<file path="src/rtl/seg_pkg.sv">
// Shared constants for the seven-segment scanner.
// Segment patterns are active-low; bit 7 is the decimal point.
package seg_pkg;

  localparam logic [7:0] SEG_BLANK = 8'hFF;
  localparam logic [7:0] SEG_DASH  = 8'hBF;
  localparam logic [7:0] DP_MASK   = 8'h7F;

  // entry n sits at [n*8 +: 8], digit F first
  localparam logic [127:0] HEX7_TAB = {
    8'h8E, 8'h86, 8'hA1, 8'hC6,
    8'h83, 8'h88, 8'h90, 8'h80,
    8'hF8, 8'h82, 8'h92, 8'h99,
    8'hB0, 8'hA4, 8'hF9, 8'hC0
  };

endpackage

</file>
<file path="src/rtl/seg_scan_display_hex7seg.sv">
// Hex nibble to active-low g..a segment decoder.
// Purely combinational lookup into the package table.
module hex7seg
  import seg_pkg::*;
(
  input  logic [3:0] nib,
  output logic [6:0] seg7
);

  assign seg7 = HEX7_TAB[{nib, 3'b000} +: 7];

endmodule

</file>
<file path="src/rtl/seg_scan_display.sv">
// Multi-channel hex scanner with frame-aligned snapshots,
// freeze hold and leading-zero blanking.
module seg_scan_display
  import seg_pkg::*;
#(
  parameter int NUM_CH   = 8,
  parameter int DIGITS   = 8,
  parameter int SCAN_DIV = 100000,
  parameter int SEL_W    = 3
) (
  input  logic                       clk,
  input  logic                       rst,
  input  logic [NUM_CH*DIGITS*4-1:0] ch_data,
  input  logic [SEL_W-1:0]           ch_sel,
  input  logic                       freeze,
  input  logic                       lz_blank,
  output logic [DIGITS-1:0]          an,
  output logic [7:0]                 seg,
  output logic [SEL_W-1:0]           cur_ch
);

  localparam int W  = DIGITS * 4;
  localparam int PW = $clog2(SCAN_DIV);
  localparam int DW = (DIGITS > 1) ? $clog2(DIGITS) : 1;

  logic [PW-1:0]     presc;
  logic [DW-1:0]     dig;
  logic [W-1:0]      snap;
  logic [W-1:0]      word;
  logic              bad;
  logic              load_pend;
  logic              tick;
  logic              last;
  logic              frame_end;
  logic              load;
  logic              sel_ok;
  logic              zrun;
  logic [DIGITS-1:0] blank;
  logic [DIGITS-1:0] oh;
  logic [3:0]        nib;
  logic [6:0]        seg7;
  logic [DIGITS-1:0] an_d;
  logic [7:0]        seg_d;

  assign tick      = presc == PW'(SCAN_DIV - 1);
  assign last      = dig == DW'(DIGITS - 1);
  assign frame_end = tick && last;
  assign load      = (load_pend || frame_end) && !freeze;
  assign sel_ok    = 32'(ch_sel) < NUM_CH;
  assign nib       = snap[{dig, 2'b00} +: 4];
  assign oh        = DIGITS'(1) << dig;

  always_comb begin
    word = '0;
    for (int k = 0; k < NUM_CH; k++)
      if (32'(ch_sel) == k)
        word = ch_data[k*W +: W];
  end

  // a digit blanks when it and every higher nibble is zero
  always_comb begin
    zrun  = 1'b1;
    blank = '0;
    for (int i = DIGITS - 1; i > 0; i--) begin
      zrun     = zrun & (snap[i*4 +: 4] == 4'h0);
      blank[i] = zrun & lz_blank & ~bad;
    end
  end

  hex7seg u_hex (
    .nib  (nib),
    .seg7 (seg7)
  );

  always_comb begin
    an_d  = ~oh;
    seg_d = {1'b1, seg7};
    if (bad) begin
      seg_d = (dig == '0) ? (SEG_DASH & DP_MASK) : SEG_DASH;
    end else if (blank[dig]) begin
      an_d  = '1;
      seg_d = SEG_BLANK;
    end else if (freeze && last) begin
      seg_d = seg_d & DP_MASK;
    end
  end

  always_ff @(posedge clk or negedge rst) begin
    if (!rst) begin
      presc     <= '0;
      dig       <= '0;
      snap      <= '0;
      cur_ch    <= '0;
      bad       <= 1'b0;
      load_pend <= 1'b1;
      an        <= '1;
      seg       <= SEG_BLANK;
    end else begin
      presc <= tick ? '0 : presc + 1'b1;
      if (tick) begin
        dig <= last ? '0 : dig + 1'b1;
        an  <= an_d;
        seg <= seg_d;
      end
      if (load) begin
        load_pend <= 1'b0;
        cur_ch    <= ch_sel;
        if (sel_ok) begin
          snap <= word;
          bad  <= 1'b0;
        end else begin
          bad  <= 1'b1;
        end
      end
    end
  end

endmodule

</file>
<file path="config.mk">
export PLATFORM = sky130hd
export DESIGN_NAME = seg_scan_display
export DESIGN_NICKNAME = d
export VERILOG_FILES = /design/src/rtl/seg_pkg.sv /design/src/rtl/seg_scan_display_hex7seg.sv /design/src/rtl/seg_scan_display.sv
export SDC_FILE = /design/constraint.sdc
export NUM_CORES = 1
export LEC_CHECK = 0
export ABC_AREA = 1
export CAP_MARGIN = 20
export CORE_ASPECT_RATIO = 0.5
export CORE_MARGIN = 4
export CORE_UTILIZATION = 35
export CTS_BUF_LIST = sky130_fd_sc_hd__clkbuf_8
export DETAILED_ROUTE_END_ITERATION = 8
export PLACE_DENSITY = 0.81
export SETUP_SLACK_MARGIN = 0.5
export SYNTH_ARGS = -nofsm -noshare
export SYNTH_HDL_FRONTEND = slang
export SYNTH_SLANG_ARGS = --single-unit
</file>
<file path="constraint.sdc">
create_clock -name clk -period 2.5 [get_ports clk]
set_input_delay 0.25 -clock clk [delete_from_list [all_inputs] [get_ports clk]]
set_output_delay 0.25 -clock clk [all_outputs]
set_load 0.1 [all_outputs]
</file>
==> reports/metrics.csv <==
stage;metric;value;unit
sta;final hold slack;0.4577;ns
synth;async set or reset register ratio after synthesis;100.0;%
die;Die Y-Extent;97.80;um
clocking;CTS Buffer Depth;2;
sta;fmax;520.3;MHz
critical_path;FF-to-FF setup slack;0.58;ns
power;maximum VDD drop;0.1963;mV
clocking;clock root buffer;clkbuf_8;
critical_path;Worst Path Class, Setup;reg -> reg;
die;FP Rows;32;
detailed_routing;DR DRC count;0;
sta;Clock Skew;0.01952;ns
sta;RSZ-0062 raised after global routing;true;
placement;Placer Congestion;0.9461;
detailed_routing;vias per inst;5.098;
sta;setup TNS;0;ns
clocking;clk sinks;72;
placement;I/O Buffers;281;
power;pwr/cell area;309.8;mW/mm2
synth;post-synthesis sequential area ratio;32.30;%
detailed_routing;vias post-DR;7367;
synth;Yosys reg bits;72;
critical_path;worst flop-to-flop path startpoint;dig[0];
critical_path;critical path launch point type;flop;
critical_path;r2r endpoint;seg[3];
grt;total grt overflow;0;
grt;GRT Total Usage;24.68;%
synth;mux share of post-synthesis cell area;0;%
sta;final setup vio count;0;
sta;fin. max-slew vios;0;
run;Max-Cap Viols;0;
placement;placed instance area;0.008773;mm2
critical_path;CP most frequent cell;nand3_1;
die;die width;187.6;um
clocking;CTS tree;yes;
clocking;CTS H-tree lvls;3;
finish;area of the multi-input gates;0.003508;mm2
sta;Final period util;76.88;%
sta;final-report hold violation count;0;
critical_path;Crit. End Element;flop;
critical_path;max incr delay on CP;0.45;ns
synth;Synth Cell Area;0.005644;mm2
critical_path;Crit Path Max Fanout;7;
detailed_routing;DR iter-0 viols;644;
grt;first-pass GRT wire length;36920;um
finish;most frequent cells in the layout;nand2_1, clkdlybuf4s50_1, nor2_1;
grt;vias in the first global route;7218;
synth;Gate Count Post-Synth;938;
die;Initial Utilization;36.15;%
placement;post-placement setup slack;0.03134;ns
die;io pins;282;
critical_path;Worst EP arrival;2.22;ns
sta;measured slew at the worst slew-check pin;0.9083;ns
synth;YS warnings;0;
clocking;TritonCTS Buffers;9;
synth;EDFF count, synth;0;
finish;design area;0.009299;mm2
synth;Mean Syn Cell Area;6.017;um2
finish;most common cell after layout, fill and taps aside;nand2_1;
run_status;status;complete, no violations;
sta;Rel. slew slack;39.11;%
finish;fill cell count;1465;
die;CORE AREA;0.01562;mm2
critical_path;slowest CP cell;dfrtp_2;
detailed_routing;routed length per instance;16.63;um
grt;initial antenna violation count;0;
finish;layout cell share with drive strength beyond 1;11.20;%
critical_path;FF-to-FF path depth;12;
synth;Simple-Gate Fraction of Synth Area;47.28;%
finish;Finished Core Util;59.55;%
detailed_routing;Routed Antenna Nets;0;
synth;syn_nets;1214;
finish;synthesis-to-layout area growth;64.75;%
power;Leak;4.342;nW
finish;diodes inserted;0;
detailed_routing;TritonRoute pass-1 iters;7;
synth;post-synthesis adder-cell area fraction;2.882;%
synth;Synth Area in XOR/XNOR;0.4655;%
clocking;Clock transition at path regs;0.10;ns
synth;complex-gate fraction of the synthesized area;9.022;%
finish;NumNets Final;1512;
synth;largest family of logic cells by synthesized area;simple AND/OR/NAND/NOR gates;
grt;largest net degree at the start of global routing;56;
finish;Reg area;0.001826;mm2
synth;Main synth FF type;dfrtp_1;
hold_path;worst hold path type;in -> async;
clocking;Clock Latency Late Sink;0.36;ns
placement;DP Wirelength;18890;um
synth;Unique masters post-synth;30;
critical_path;Crit path required time;2.80;ns
sta;fin crit period;1.922;ns
critical_path;Cell Chain, Critical Path;clkinvlp_4 -> nand2_1 -> nand3_1 -> nand3_1 -> o21ai_2 -> buf_4 -> ha_4 -> nand3_1 -> nand3_1 -> nand3_1 -> nand2_1 -> inv_1;
sta;final setup margin;0.5779;ns
die;Die ar.;0.01835;mm2
detailed_routing;final WL;24030;um
==> Yosys cell counts (2+ instances only) <==
| master | number | share of area [%] |
|---|---|---|
| a31oi_1 | 2 | 0.22 |
| a21oi_1 | 71 | 6.3 |
| clkinv_1 | 2 | 0.13 |
| clkbuf_1 | 28 | 1.9 |
| xor2_1 | 3 | 0.47 |
| dfstp_2 | 17 | 7.9 |
| nand3b_1 | 2 | 0.27 |
| inv_1 | 67 | 4.5 |
| dfrtp_1 | 55 | 24 |
| nor3_2 | 6 | 1.1 |
| o21ai_0 | 13 | 1.2 |
| nor3_1 | 6 | 0.53 |
| nand3_1 | 81 | 7.2 |
| o211ai_1 | 3 | 0.40 |
| o21ai_1 | 4 | 0.35 |
| nor4_1 | 3 | 0.33 |
| o22ai_1 | 3 | 0.33 |
| nor2_1 | 134 | 8.9 |
| inv_2 | 6 | 0.40 |
| buf_2 | 12 | 1.1 |
| nand4_1 | 40 | 4.4 |
| ha_1 | 13 | 2.9 |
| nand2_1 | 360 | 24 |
==> registers in the layout, indices dropped and copies added, names as in the netlist <==
register and count:
snap 32, presc 17, an 8, seg 8, cur_ch 3, dig 3
load_pend 1
==> how the worst max path moves through the flow <==
| stage | from | end | slack (ns) | cells after the start |
|---|---|---|---|---|
| 2_1_floorplan | dig[0] | seg[0] | 0.57 | 15 |
| 3_3_place_gp | ch_sel[1] | snap[10] | -0.1 | 9 |
| 3_5_place_dp | ch_sel[1] | snap[6] | 0.03 | 9 |
| 4_1_cts | presc[0] | snap[20] | 0.53 | 12 |
| 5_1_grt | dig[0] | seg[3] | 0.47 | 12 |
| 6_report | dig[0] | seg[3] | 0.58 | 12 |
==> metal layers <==
| metal | up-vias | wire length [um] | track usage, % |
|---|---|---|---|
| met2 | 324 | 11310 | 40.46 |
| met3 | 37 | 1490 | 4.071 |
| met5 | - | 0 | 0 |
| met1 | 3384 | 10750 | 34.17 |
| met4 | 0 | 480 | 6.483 |
| li1 | 3622 | - | - |
==> per-stage QoR <==
stage,instances,power [mW]
global route,1445,3.005
floorplan,938,1.359
global placement,1409,1.886
finish,1445,2.881
detailed placement,1411,1.891
CTS,1440,2.897
==> critical path: cells and delay by family (launching register included) <==
| family | cells | cell delay [ns] |
|---|---|---|
| flops | 1 | 0.45 |
| simple gates | 7 | 0.67 |
| compound gates | 1 | 0.07 |
| fa+ha+maj | 1 | 0.26 |
| buf+inv | 3 | 0.41 |
==> area by class of cell <==
type / instances / share of cell area [%]
multi-input cells: 751 / 37.73
flip-flops and latches: 72 / 19.63
well taps: 204 / 2.745
clock buffers: 9 / 1.332
clock inverters: 7 / 0.9015
repair buffers: 327 / 34.55
inverters: 75 / 3.108
==> timing repair <==
action	CTS	global route
endpoints found under the hold margin	20	0
setup endpoints to repair	45	48
hold buffers	1	0
pin swaps	3	2
buffers inserted	11	3
gates resized for setup	8	26
cloned	1	2
==> power by group <==
part | leakage [nW] | total [mW] | switching (mW) | internal (mW)
clock | 0.103 | 0.989 | 0.509 | 0.480
sequential | 0.929 | 1.17 | 0 | 1.17
combinational | 3.31 | 0.727 | 0.270 | 0.457
total | 4.34 | 2.88 | 0.778 | 2.10
==> cell families (layout without fill, tap and decap cells) <==
group / Yosys count / after routing
AOI/OAI and AO/OA: 98 / 98
and+or+nand+nor: 636 / 637
buffers and inverters: 116 / 418
DFF: 72 / 72
xor gates and xnor gates: 3 / 3
adders and majority gates: 13 / 13
No activity file was read; power rests on OpenSTA's default activity.
